--- config.mk ---
export PLATFORM = sky130hd
export DESIGN_NAME = prog_loader
export DESIGN_NICKNAME = d
export VERILOG_FILES = /design/src/rtl/prog_loader.sv
export SDC_FILE = /design/constraint.sdc
export NUM_CORES = 1
export LEC_CHECK = 0
export BUFFER_PORTS_ARGS = -buffer_cell sky130_fd_sc_hd__buf_4
export CAP_MARGIN = 20
export CORE_ASPECT_RATIO = 1.75
export CORE_MARGIN = 2
export CORE_UTILIZATION = 60
export CTS_BUF_LIST = sky130_fd_sc_hd__clkbuf_4
export DETAILED_ROUTE_END_ITERATION = 10
export PLACE_DENSITY_LB_ADDON = 0.3
export REMOVE_ABC_BUFFERS = 1
export SKIP_CTS_REPAIR_TIMING = 1
export SYNTH_ARGS = -nofsm -noshare
export SYNTH_HDL_FRONTEND = slang
export SYNTH_SLANG_ARGS = --single-unit
--- constraint.sdc ---
create_clock -name clk -period 5.3 [get_ports clk]
set_clock_uncertainty 0.2 [all_clocks]
set_input_delay 0.265 -clock clk [delete_from_list [all_inputs] [get_ports clk]]
set_output_delay 0.265 -clock clk [all_outputs]
set_load 0.02 [all_outputs]
--- src/rtl/prog_loader.sv ---
// Program-image loader: turns a framed byte stream into 12-bit instruction
// writes at sequential addresses and validates a trailing checksum byte.
module prog_loader #(
    parameter int DEPTH  = 10,
    parameter int ADDR_W = 8
) (
    input  logic              clk,
    input  logic              rst,
    input  logic              start,
    input  logic [7:0]        byte_in,
    input  logic              byte_valid,
    output logic              byte_ready,
    output logic              load_le,
    output logic [ADDR_W-1:0] load_addr,
    output logic [11:0]       load_instr,
    output logic              load_done,
    output logic              busy,
    output logic              err
);

    typedef enum logic [2:0] {
        S_IDLE = 3'd0,
        S_HI   = 3'd1,
        S_LO   = 3'd2,
        S_WR   = 3'd3,
        S_CSUM = 3'd4,
        S_DONE = 3'd5,
        S_ERR  = 3'd6
    } state_e;

    localparam logic [ADDR_W-1:0] LAST_ADDR = ADDR_W'(DEPTH - 1);
    localparam logic [3:0]        SYNC      = 4'hA;

    // Image is valid when the running sum plus the check byte wraps to zero.
    function automatic logic csum_ok(input logic [7:0] sum, input logic [7:0] c);
        logic [7:0] total;
        total = sum + c;
        return (total == 8'h00);
    endfunction

    state_e              state_q, state_d;
    logic [ADDR_W-1:0]   addr_q, addr_d;
    logic [7:0]          sum_q, sum_d;
    logic [3:0]          hi_q, hi_d;
    logic [11:0]         instr_q, instr_d;
    logic                ready_q, ready_d;
    logic                le_q, le_d;
    logic                done_q, done_d;
    logic                err_q, err_d;
    logic                busy_q, busy_d;
    logic                accept_s;
    logic                last_s;

    // ready_q mirrors the current state, so this is a pure state-qualified handshake
    assign accept_s = byte_valid && ready_q;
    assign last_s   = (addr_q == LAST_ADDR);

    // State register
    always_ff @(posedge clk or negedge rst) begin
        if (!rst) begin
            state_q <= S_IDLE;
        end else begin
            state_q <= state_d;
        end
    end

    // Next-state decode; start overrides everything, including a same-cycle byte
    always_comb begin
        state_d = state_q;
        if (start) begin
            state_d = S_HI;
        end else begin
            case (state_q)
                S_IDLE: state_d = S_IDLE;
                S_HI: begin
                    if (accept_s) begin
                        state_d = (byte_in[7:4] == SYNC) ? S_LO : S_ERR;
                    end else begin
                        state_d = S_HI;
                    end
                end
                S_LO: begin
                    if (accept_s) begin
                        state_d = S_WR;
                    end else begin
                        state_d = S_LO;
                    end
                end
                S_WR:   state_d = last_s ? S_CSUM : S_HI;
                S_CSUM: begin
                    if (accept_s) begin
                        state_d = csum_ok(sum_q, byte_in) ? S_DONE : S_ERR;
                    end else begin
                        state_d = S_CSUM;
                    end
                end
                S_DONE:  state_d = S_DONE;
                S_ERR:   state_d = S_ERR;
                default: state_d = S_IDLE;
            endcase
        end
    end

    // Datapath next values: address, checksum, and word assembly
    always_comb begin
        addr_d  = addr_q;
        sum_d   = sum_q;
        hi_d    = hi_q;
        instr_d = instr_q;
        if (start) begin
            addr_d = {ADDR_W{1'b0}};
            sum_d  = 8'h00;
        end else if (state_q == S_HI && accept_s) begin
            hi_d  = byte_in[3:0];
            sum_d = sum_q + byte_in;
        end else if (state_q == S_LO && accept_s) begin
            // load_instr only changes on entry to WR, so it is stable elsewhere
            instr_d = {hi_q, byte_in};
            sum_d   = sum_q + byte_in;
        end else if (state_q == S_WR && !last_s) begin
            addr_d = addr_q + ADDR_W'(1);
        end else begin
            addr_d = addr_q;
        end
    end

    // Output decode from the upcoming state so outputs can be registered
    always_comb begin
        ready_d = 1'b0;
        le_d    = 1'b0;
        done_d  = 1'b0;
        err_d   = 1'b0;
        busy_d  = 1'b0;
        case (state_d)
            S_IDLE: busy_d = 1'b0;
            S_HI, S_LO, S_CSUM: begin
                ready_d = 1'b1;
                busy_d  = 1'b1;
            end
            S_WR: begin
                le_d   = 1'b1;
                busy_d = 1'b1;
            end
            S_DONE:  done_d = 1'b1;
            S_ERR:   err_d  = 1'b1;
            default: busy_d = 1'b0;
        endcase
    end

    // Datapath and output registers
    always_ff @(posedge clk or negedge rst) begin
        if (!rst) begin
            addr_q  <= {ADDR_W{1'b0}};
            sum_q   <= 8'h00;
            hi_q    <= 4'h0;
            instr_q <= 12'h000;
            ready_q <= 1'b0;
            le_q    <= 1'b0;
            done_q  <= 1'b0;
            err_q   <= 1'b0;
            busy_q  <= 1'b0;
        end else begin
            addr_q  <= addr_d;
            sum_q   <= sum_d;
            hi_q    <= hi_d;
            instr_q <= instr_d;
            ready_q <= ready_d;
            le_q    <= le_d;
            done_q  <= done_d;
            err_q   <= err_d;
            busy_q  <= busy_d;
        end
    end

    assign byte_ready = ready_q;
    assign load_le    = le_q;
    assign load_addr  = addr_q;
    assign load_instr = instr_q;
    assign load_done  = done_q;
    assign err        = err_q;
    assign busy       = busy_q;

endmodule

* Word-level counts from Yosys, hierarchy flattened *
Index checks and enable logic that the tools add are counted.

cells by class
  order comparisons = 0
  shift operators = 0
  add/sub/neg operators = 2
  multiply operators = 0
  equality and inequality tests = 16
  multiplexer cells = 20
  div/mod/pow operators = 0
  reductions and logical operators = 13
  bitwise gates (word level) = 2

operator list
  operator               count
  $mux W8                7
  $eq A3 B3 Y1 const B   6
  $pmux W3 S6            1
  $eq A3 B2 Y1 const B   4
  $mux W3                4
  $add A8 B1 Y8 const B  1
  $add A8 B8 Y8          1
  $eq A8 B4 Y1 const B   1
  $logic_not A8 Y1       1
  $eq A3 B1 Y1 const B   2
  $mux W1                6
  $reduce_and A3 Y1      2
  $eq A4 B4 Y1 const B   1
  $logic_and A1 B1 Y1    4
  $mux W2                2
  $ne A2 B2 Y1 const B   2
  $reduce_or A4 Y1       1
  $reduce_bool A3 Y1     1
  $reduce_or A3 Y1       1
  $not A1 Y1             2
  $reduce_and A2 Y1      1
  $reduce_bool A2 Y1     1
  $logic_not A1 Y1       1

storage, ports and cells
  memories = 0
  latch bits = 0
  output and inout bits = 25
  RAM bits = 0
  register bits after elaboration = 40
  input bits = 12
  memory bits (read-only) = 0

* Logic depth before layout (Yosys ltp) *
Gate-level depths: netlist (run 1).

  depth in word-level cells = 9
  mapped depth = 12

* Worst setup path after synthesis (run 1) *
No wires, ideal clock.

  path kind = register -> register
  start = register sum_q[0] (netlist name)
  end = register instr_q[3] (netlist: load_instr[3])
  setup slack = 1929 ps
  buffers on the path = 2
  arrival time = 3046 ps
  stages on the path, launching flop included = 13
  path through = dfrtp_1 > ha_1 > fa_1 > a211oi_1 > o21bai_1 > a21oi_1 > xor2_1 > nand3_1 > a211o_1 > or3_1 > buf_6 > buf_12 > mux2_4

RTL lines
  what                  line  text
  to (signal assigned)  166   instr_q <= instr_d;
  to (decl)             45    logic [11:0] instr_q, instr_d;

==> results of run 1 <==
[registers in the layout (all words and copies together), names as in the netlist]
name	cells
sum_q	8
state_q	3
load_addr	8
hi_q	4
err	1
load_instr	12
load_le	1
byte_ready	1
busy	1
load_done	1
[power groups by stage]
stage                     registers [W]  logic, W  clock network (W)
after detailed placement       0.000493  0.000605                  0
final                          0.000488  0.000614           0.000203
after floorplan                0.000549  0.000351                  0
after global routing           0.000502  0.000670           0.000221
after CTS                      0.000486  0.000609           0.000206
after global placement         0.000482  0.000582                  0
[layout make-up]
| class | instances | area, µm² |
|---|---|---|
| clock buffer | 6 | 45.0 |
| multi-input combinational | 126 | 991 |
| clock inverter | 2 | 35.0 |
| timing repair buffer | 46 | 370 |
| tap | 45 | 56.3 |
| sequential | 40 | 1000 |
| fill | 226 | 807 |
| inverter | 6 | 22.5 |
[cell usage after synthesis, types with 2 or more instances]
cell type | instances | area, µm²
nor4_1 | 2 | 12.5
nor3_1 | 3 | 15.0
nand3_1 | 4 | 20.0
xor2_1 | 10 | 87.6
inv_1 | 6 | 22.5
nor3b_1 | 2 | 15.0
a211o_1 | 2 | 17.5
nand2_1 | 6 | 22.5
xnor2_1 | 5 | 43.8
mux2_2 | 10 | 113
nand4_1 | 3 | 18.8
a2bb2oi_1 | 2 | 17.5
o21bai_1 | 2 | 15.0
o21ai_0 | 6 | 30.0
buf_4 | 2 | 15.0
a22o_1 | 4 | 35.0
dfrtp_1 | 40 | 1000
clkbuf_1 | 3 | 11.3
or2_2 | 2 | 12.5
a211oi_1 | 2 | 15.0
a21oi_1 | 6 | 30.0
ha_1 | 9 | 113
nand2b_1 | 2 | 12.5
mux2_4 | 6 | 90.1
nor2_1 | 21 | 78.8
[critical path: stages]
cell	delay, ns
dlygate4sd3_1	0.54
buf_4	0.14
ha_1	0.24
fa_1	0.41
a211oi_1	0.31
o21bai_1	0.12
a21oi_1	0.17
xor2_1	0.23
nand3_1	0.15
a31oi_1	0.49
or3_1	0.69
mux2_2	0.41
[per-stage QoR]
step / total power [W] / hold WS [ns] / area (µm²) / instances / util [%]
global route: 0.00139 / 0.231 / 2520 / 271 / 75.8
CTS: 0.00130 / -0.329 / 2420 / 261 / 72.7
global placement: 0.00106 / 0.0569 / 2340 / 253 / 70.3
detailed placement: 0.00110 / 0.0673 / 2340 / 253 / 70.3
finish: 0.00131 / 0.201 / 2520 / 271 / 75.8
floorplan: 0.000900 / -0.231 / 2010 / 172 / -
[kinds of logic (layout without fill, tap and decap cells)]
kind of cell	count (synthesis)	after routing	synth area share (%)
compound gates	34	34	13.0
xor+xnor	15	15	6.34
fa+ha+maj	10	10	6.40
buf+inv	13	60	3.86
flops	40	40	48.3
mux	16	16	9.78
simple gates	51	51	12.3
[final timing paths]
kind,startpoint,end,slack (ns)
hold / removal,rst,load_instr[9],0.20
setup reg to reg,sum_q[0],load_instr[11],1.35
max in group asynchronous,rst,sum_q[7],4.35
setup / recovery,byte_in[0],load_instr[11],1.17
min in group clk,byte_valid,state_q[1],0.26
hold reg to reg,sum_q[2],sum_q[2],0.32
[routing by layer]
| metal | routed length (µm) | vias to the layer above |
|---|---|---|
| met5 | 0 | - |
| met4 | 116 | 0 |
| met3 | 166 | 12 |
| met2 | 2520 | 44 |
| met1 | 1620 | 787 |
| li1 | - | 726 |
==> flow_metrics.tcl, run 1 <==
set metrics [dict create \
    path_clk_slew_ns 0.12 \
    met3_usage_pct 4.73 \
    drv_slew 0 \
    ir_drop_v 0.000286 \
    grt_use_total_pct 23.9 \
    relSlewSlack_pct 40.7 \
    powerDensity_nw_per_um2 518 \
    fin_crit_ns 4.13 \
    grt_use_met2_pct 45.0 \
    synthCells 179 \
    vias 1569 \
    dieHeight_um 81.7 \
    grt_max_degree 41 \
    firstDrtPassIters 5 \
    core_um2 3330 \
    mostFrequentLayoutCell "dfrtp_1" \
    critPathLaunchType "primary input" \
    cts_made_buffers 5 \
    grt_overflow 0 \
    sw_frac_of_total_pct 38.0 \
    cts_tree "done" \
    combPwrFrac_pct 47.0 \
    die_x_um 48.4 \
    die_area_um2 3960 \
    cts_sinks 40 \
    gp_congestion 0.924 \
    syn-cell-area_um2 2070 \
    finalSetupViolCount 0 \
    yosysWarnings 0 \
    p_leak_nw 1.22 \
    synth_cell_types 44 \
    diodes 0 \
    insertion_delay_ns 0.36 \
    avgSynthCellArea_um2 11.6 \
    ios 37 \
    drt_wl_total_mm 4.42 \
    root_buffer "clkbuf_4" \
    finalNetCount 247 \
    crit_path_end_kind "flip-flop" \
    crit_type "primary input to flip-flop" \
    fin_crit_sh_pct 77.9 \
    p_int_w 0.000809 \
    async_reset_ff_share_pct 100 \
    p_seq_share_pct 37.4 \
    cp.required_ns 5.35 \
    grt_pass1_vias 1603 \
    power.clock.fraction_pct 15.6 \
    critPathArrivalTime_ns 4.18 \
    hold_viol_final 0 \
    reg2reg_depth 10 \
    gr-max-usage-layer "met2" \
    cts_buffer_depth 2 \
    synth_edf_count 0 \
    grtUsageMet1_pct 25.0 \
    status "completed" \
    antenna_left 0 \
    p_sw_w 0.000497 \
    grt_setup_unrepaired "false" \
    cp_max_fo 16 \
    grt_pass1_wl_mm 7.20 \
    mostFrequentLayoutCells "dfrtp_1, buf_4, nor2_1" \
    synth_seq_cells 40 \
    tightest_slew_ns 0.882 \
    remaining_drc_errors 0 \
    fin_setup_tns_ns 0 \
    initialDrtViolationCount 41 \
    drive_gt1_share_pct 30.1 \
    dp_slack_ns 1.31 \
    h-tree-depth 2 \
    antenna_found_initial 0 \
    dp_hpwl_mm 3.16 \
    layout_setup_ws_ns 1.17 \
    start_util_pct 62.3 \
    port_buffers 36 \
    maxCapViolCount 0 \
    viasPerCell 5.79 \
    rows 28 \
    ys_seq_area_share_pct 48.3 \
    min_path_type "primary input to async pin" \
    max_freq_mhz 242 \
    wire_per_inst_um 16.3 \
    synth_ff_type "dfrtp_1" \
    area_growth_pct 21.7 \
]
Power figures use the tool's default switching activity.
==> run 2, diff against run 1 <==
- CORE_UTILIZATION: 60 -> 57
- clock period: 5.3 -> 3.9 ns (I/O delays scaled with it)
==> run 2 against run 1 <==
Effect of this change:
- routed wire length shrank 0.25%
- cell count increased by 1.5%
- sequential share of layout area shrank 0.37 points
- count of clock-buffer cells in the layout did not move
- final area grew 0.94%
- worst setup slack got worse by 0.92 ns
- via count decreased by 1.7%
- global-route usage fell by 0.43 points
- power up 37%
- hold slack got worse by 0.15 ns
- clock power up 34%
- first-iteration DRC count fell by 34%
- largest power group unchanged
==> flow_metrics.tcl, run 2 (synthesis gave the netlist of run 1 again) <==
set metrics [dict create \
    insertion_delay_ns 0.35 \
    die_area_um2 4150 \
    antenna_left 0 \
    grt_pass1_vias 1615 \
    rows 29 \
    path_clk_slew_ns 0.12 \
    cp.buffers_inverters 1 \
    fin_crit_sh_pct 93.6 \
    gp_congestion 0.879 \
    cpMaxStageDelayCell "fa_1" \
    wire_per_inst_um 16.0 \
    remaining_drc_errors 0 \
    finalSetupViolCount 0 \
    antenna_found_initial 0 \
    relSlewSlack_pct 47.7 \
    hold_viol_final 0 \
    dp_hpwl_mm 3.28 \
    powerDensity_nw_per_um2 703 \
    die_x_um 49.6 \
    p_leak_nw 1.24 \
    fin_crit_ns 3.65 \
    grt_pass1_wl_mm 7.48 \
    tightest_slew_ns 0.783 \
    stdcell_count 275 \
    drv_slew 0 \
    crit_family "compound AO/OA/AOI/OAI gates" \
    area_growth_pct 22.8 \
    cts_sinks 40 \
    grt_use_total_pct 23.5 \
    startpoint "sum_q[0]" \
    multiInputGateArea_um2 991 \
    final_area_um2 2540 \
    cts_tree "done" \
    mostFrequentLayoutCell "dfrtp_1" \
    cp.required_ns 3.93 \
    dieHeight_um 83.8 \
    mostFrequentLayoutCells "dfrtp_1, buf_4, nor2_1" \
    fill_cells 289 \
    ios 37 \
    cpPeakStageDelay_ns 0.43 \
    status "completed" \
    drt_wl_total_mm 4.41 \
    regArea_um2 1000 \
    drive_gt1_share_pct 31.0 \
    diodes 0 \
    viasPerCell 5.61 \
    ir_drop_v 0.000452 \
    h-tree-depth 2 \
    core_um2 3560 \
    maxCapViolCount 0 \
    cts_made_buffers 5 \
    crit_path_end_kind "flip-flop" \
    postLayoutCoreUtil_pct 71.6 \
    cp_max_fo 16 \
    r2r_start "sum_q[0]" \
    finalNetCount 250 \
    cts_buffer_depth 2 \
    port_buffers 36 \
    grt_overflow 0 \
    start_util_pct 58.3 \
    largest_register_ffs 12 \
    firstDrtPassIters 4 \
    critPathArrivalTime_ns 3.68 \
    grt_max_degree 41 \
    max_freq_mhz 274 \
    crit_type "flip-flop to flip-flop" \
    root_buffer "clkbuf_4" \
    place_area_um2 2360 \
    vias 1543 \
    fin_setup_tns_ns 0 \
    crit_chain "ha_1, fa_1, a211oi_1, o21bai_1, a21oi_1, xor2_1, nand3_1, a211o_1, or3_1, buf_4, mux2_4" \
    grt_setup_unrepaired "false" \
    hp-start "byte_in[0]" \
    min_path_type "primary input to flip-flop" \
    initialDrtViolationCount 27 \
    dpl.cell_count 257 \
    whs_ns 0.0506 \
    critPathLaunchType "flip-flop" \
]
[run 2: cell count changes in the layout (fill, tap and decap cells not counted), sizes merged]
cell,change
buf,+3
[run 2: final cells by class]
type / instances / share of cell area, %
clock inverters: 2 / 1.38
flip-flops and latches: 40 / 39.3
well taps: 46 / 2.26
inverters: 6 / 0.885
multi-input cells: 126 / 38.9
clock buffers: 6 / 1.77
repair buffers: 49 / 15.4
[run 2: power breakdown]
part / leakage, nW / switching (W) / total, W / internal [W]
registers: 0.512 / 0.000103 / 0.000661 / 0.000558
clock network: 0.0456 / 0.000131 / 0.000273 / 0.000141
logic: 0.678 / 0.000443 / 0.000855 / 0.000412
[run 2: worst register-to-register path: stages, from the launching register on]
cell	delay (ns)
dfrtp_1	0.41
ha_1	0.24
fa_1	0.43
a211oi_1	0.33
o21bai_1	0.14
a21oi_1	0.20
xor2_1	0.24
nand3_1	0.13
a211o_1	0.36
or3_1	0.32
buf_4	0.21
mux2_4	0.32
[run 2: metal layers]
layer	vias up	share of wire, %	GRT usage, %
li1	731	-	-
met1	750	36	24.9
met2	49	57	42.3
met4	0	2.9	11.6
met3	13	4.4	5.02
met5	-	0	0
[run 2: through the flow]
stage | setup slack (ns) | power, W
after floorplan | 0.446 | 0.00122
after global placement | 0.389 | 0.00146
after detailed placement | 0.289 | 0.00151
after CTS | 0.247 | 0.00179
after global routing | 0.0372 | 0.00190
final | 0.251 | 0.00179
[run 2: worst paths after layout]
kind / endpoint / slack, ns / depth (start not counted)
setup / recovery: load_instr[7] / 0.25 / 11
hold / removal: sum_q[0] / 0.05 / 3
setup reg to reg: load_instr[7] / 0.25 / 11
hold reg to reg: sum_q[6] / 0.31 / 2
max in group asynchronous: sum_q[7] / 3.01 / 2
min in group asynchronous: hi_q[0] / 0.13 / 2
==> run 3, diff against run 2 <==
- clock period: 3.9 -> 4 ns (I/O delays scaled with it)
==> run 3 against run 2 <==
Effect of this change:
- worst setup slack got worse by 0.024 ns
- utilization fell by 0.070 points
- global-route usage shrank 0.47 points
- count of clock-buffer cells in the layout shrank 1
==> flow_metrics.tcl, run 3 (synthesis gave the netlist of run 1 again) <==
set metrics [dict create \
    status "completed" \
    dieHeight_um 83.8 \
    critPathArrivalTime_ns 3.81 \
    finalNetCount 249 \
    antenna_left 0 \
    initialDrtViolationCount 29 \
    gp_congestion 0.904 \
    grt_setup_unrepaired "false" \
    relSlewSlack_pct 48.8 \
    die_area_um2 4150 \
    insertion_delay_ns 0.35 \
    ios 37 \
    critPathLaunchType "primary input" \
    fin_crit_sh_pct 94.3 \
    min_path_type "primary input to async pin" \
    die_x_um 49.6 \
    viasPerCell 5.64 \
    hold_viol_final 0 \
    drive_gt1_share_pct 30.7 \
    antenna_found_initial 0 \
    cts_made_buffers 5 \
    fin_crit_ns 3.77 \
    vias 1545 \
    diodes 0 \
    root_buffer "clkbuf_4" \
    grt_pass1_vias 1576 \
    remaining_drc_errors 0 \
    power_w 0.00174 \
    port_buffers 36 \
    cts_buffer_depth 2 \
    p_leak_nw 1.23 \
    cts_sinks 40 \
    crit_chain "dlygate4sd3_1, buf_4, ha_1, fa_1, a211oi_1, o21bai_1, a21oi_1, xor2_1, nand3_1, a211o_1, or3_4, mux2_4" \
    powerDensity_nw_per_um2 683 \
    grt_pass1_wl_mm 7.29 \
    grt_overflow 0 \
    path_clk_slew_ns 0.12 \
    grt_max_degree 41 \
    drv_slew 0 \
    largest_register_ffs 12 \
    maxCapViolCount 0 \
    ir_drop_v 0.000446 \
    cts_tree "done" \
    crit_type "primary input to flip-flop" \
    mostFrequentLayoutCell "dfrtp_1" \
    fill_cells 279 \
    grt_use_total_pct 23.0 \
    drt_wl_total_mm 4.37 \
    dp_hpwl_mm 3.25 \
    start_util_pct 58.3 \
    firstDrtPassIters 4 \
    tightest_slew_ns 0.767 \
    rows 29 \
    max_freq_mhz 265 \
    fin_setup_tns_ns 0 \
    h-tree-depth 2 \
    finalSetupViolCount 0 \
    area_growth_pct 22.7 \
    cpPeakStageDelay_ns 0.53 \
    cpMaxStageDelayCell "dlygate4sd3_1" \
    cp_max_fo 16 \
    core_um2 3560 \
    mostFrequentLayoutCells "dfrtp_1, buf_4, nor2_1" \
    crit_path_end_kind "flip-flop" \
    cp.required_ns 4.04 \
    wire_per_inst_um 16.0 \
]
[run 3: changes by cell type in the layout (fill, tap and decap cells not counted), sizes merged]
cell | before | now
buf | 39 | 38
clkbuf | 6 | 5
clkinv | 1 | 2
[run 3: path summary, 6_finish.rpt]
| path | from | endpoint | slack [ns] | cells past startpoint |
|---|---|---|---|---|
| max | byte_in[0] | load_instr[8] | 0.23 | 12 |
| min | rst | load_instr[10] | 0.15 | 2 |
| max reg2reg | sum_q[0] | load_instr[8] | 0.36 | 10 |
| min reg2reg | hi_q[1] | load_instr[9] | 0.32 | 1 |
| max in group asynchronous | rst | busy | 3.09 | 2 |
| min in group clk | byte_valid | load_done | 0.25 | 4 |
[run 3: worst max-delay path, delay by kind of cell]
family | cells | cell delay, ns
compound gates | 4 | 1.01
xor+xnor | 1 | 0.26
fa+ha+maj | 2 | 0.66
buf+inv | 2 | 0.68
mux | 1 | 0.34
simple gates | 2 | 0.64
[run 3: through the flow]
| stage | util (%) | hold WS, ns | area (µm²) | std cells | worst slack (ns) |
|---|---|---|---|---|---|
| after floorplan | - | -0.296 | 2010 | 172 | 0.546 |
| after global placement | 66.3 | -0.00489 | 2360 | 256 | 0.275 |
| after detailed placement | 66.3 | 0.00171 | 2360 | 256 | 0.168 |
| after CTS | 68.5 | -0.393 | 2440 | 264 | 0.124 |
| after global routing | 71.5 | 0.179 | 2540 | 274 | 0.0727 |
| final | 71.5 | 0.153 | 2540 | 274 | 0.226 |
[run 3: area by class of cell]
type                    count  area (µm²)  share of cell area, %
flip-flops and latches     40        1000                   39.4
well taps                  46        57.6                   2.26
clock inverters             3        42.5                   1.67
repair buffers             48         385                   15.2
multi-input cells         126         996                   39.2
inverters                   6        22.5                  0.886
clock buffers               5        37.5                   1.48
[run 3: power by group]
part           switching (W)  internal [W]
clock network       0.000130      0.000131
logic               0.000429      0.000400
registers           0.000103      0.000544
total               0.000662       0.00108
[run 3: metal layers]
metal / wire length [µm] / track usage, % / vias up
li1: - / - / 736
met2: 2520 / 43.2 / 34
met4: 76 / 9.85 / 0
met3: 139 / 4.48 / 6
met5: 0 / 0 / -
met1: 1640 / 23.8 / 769
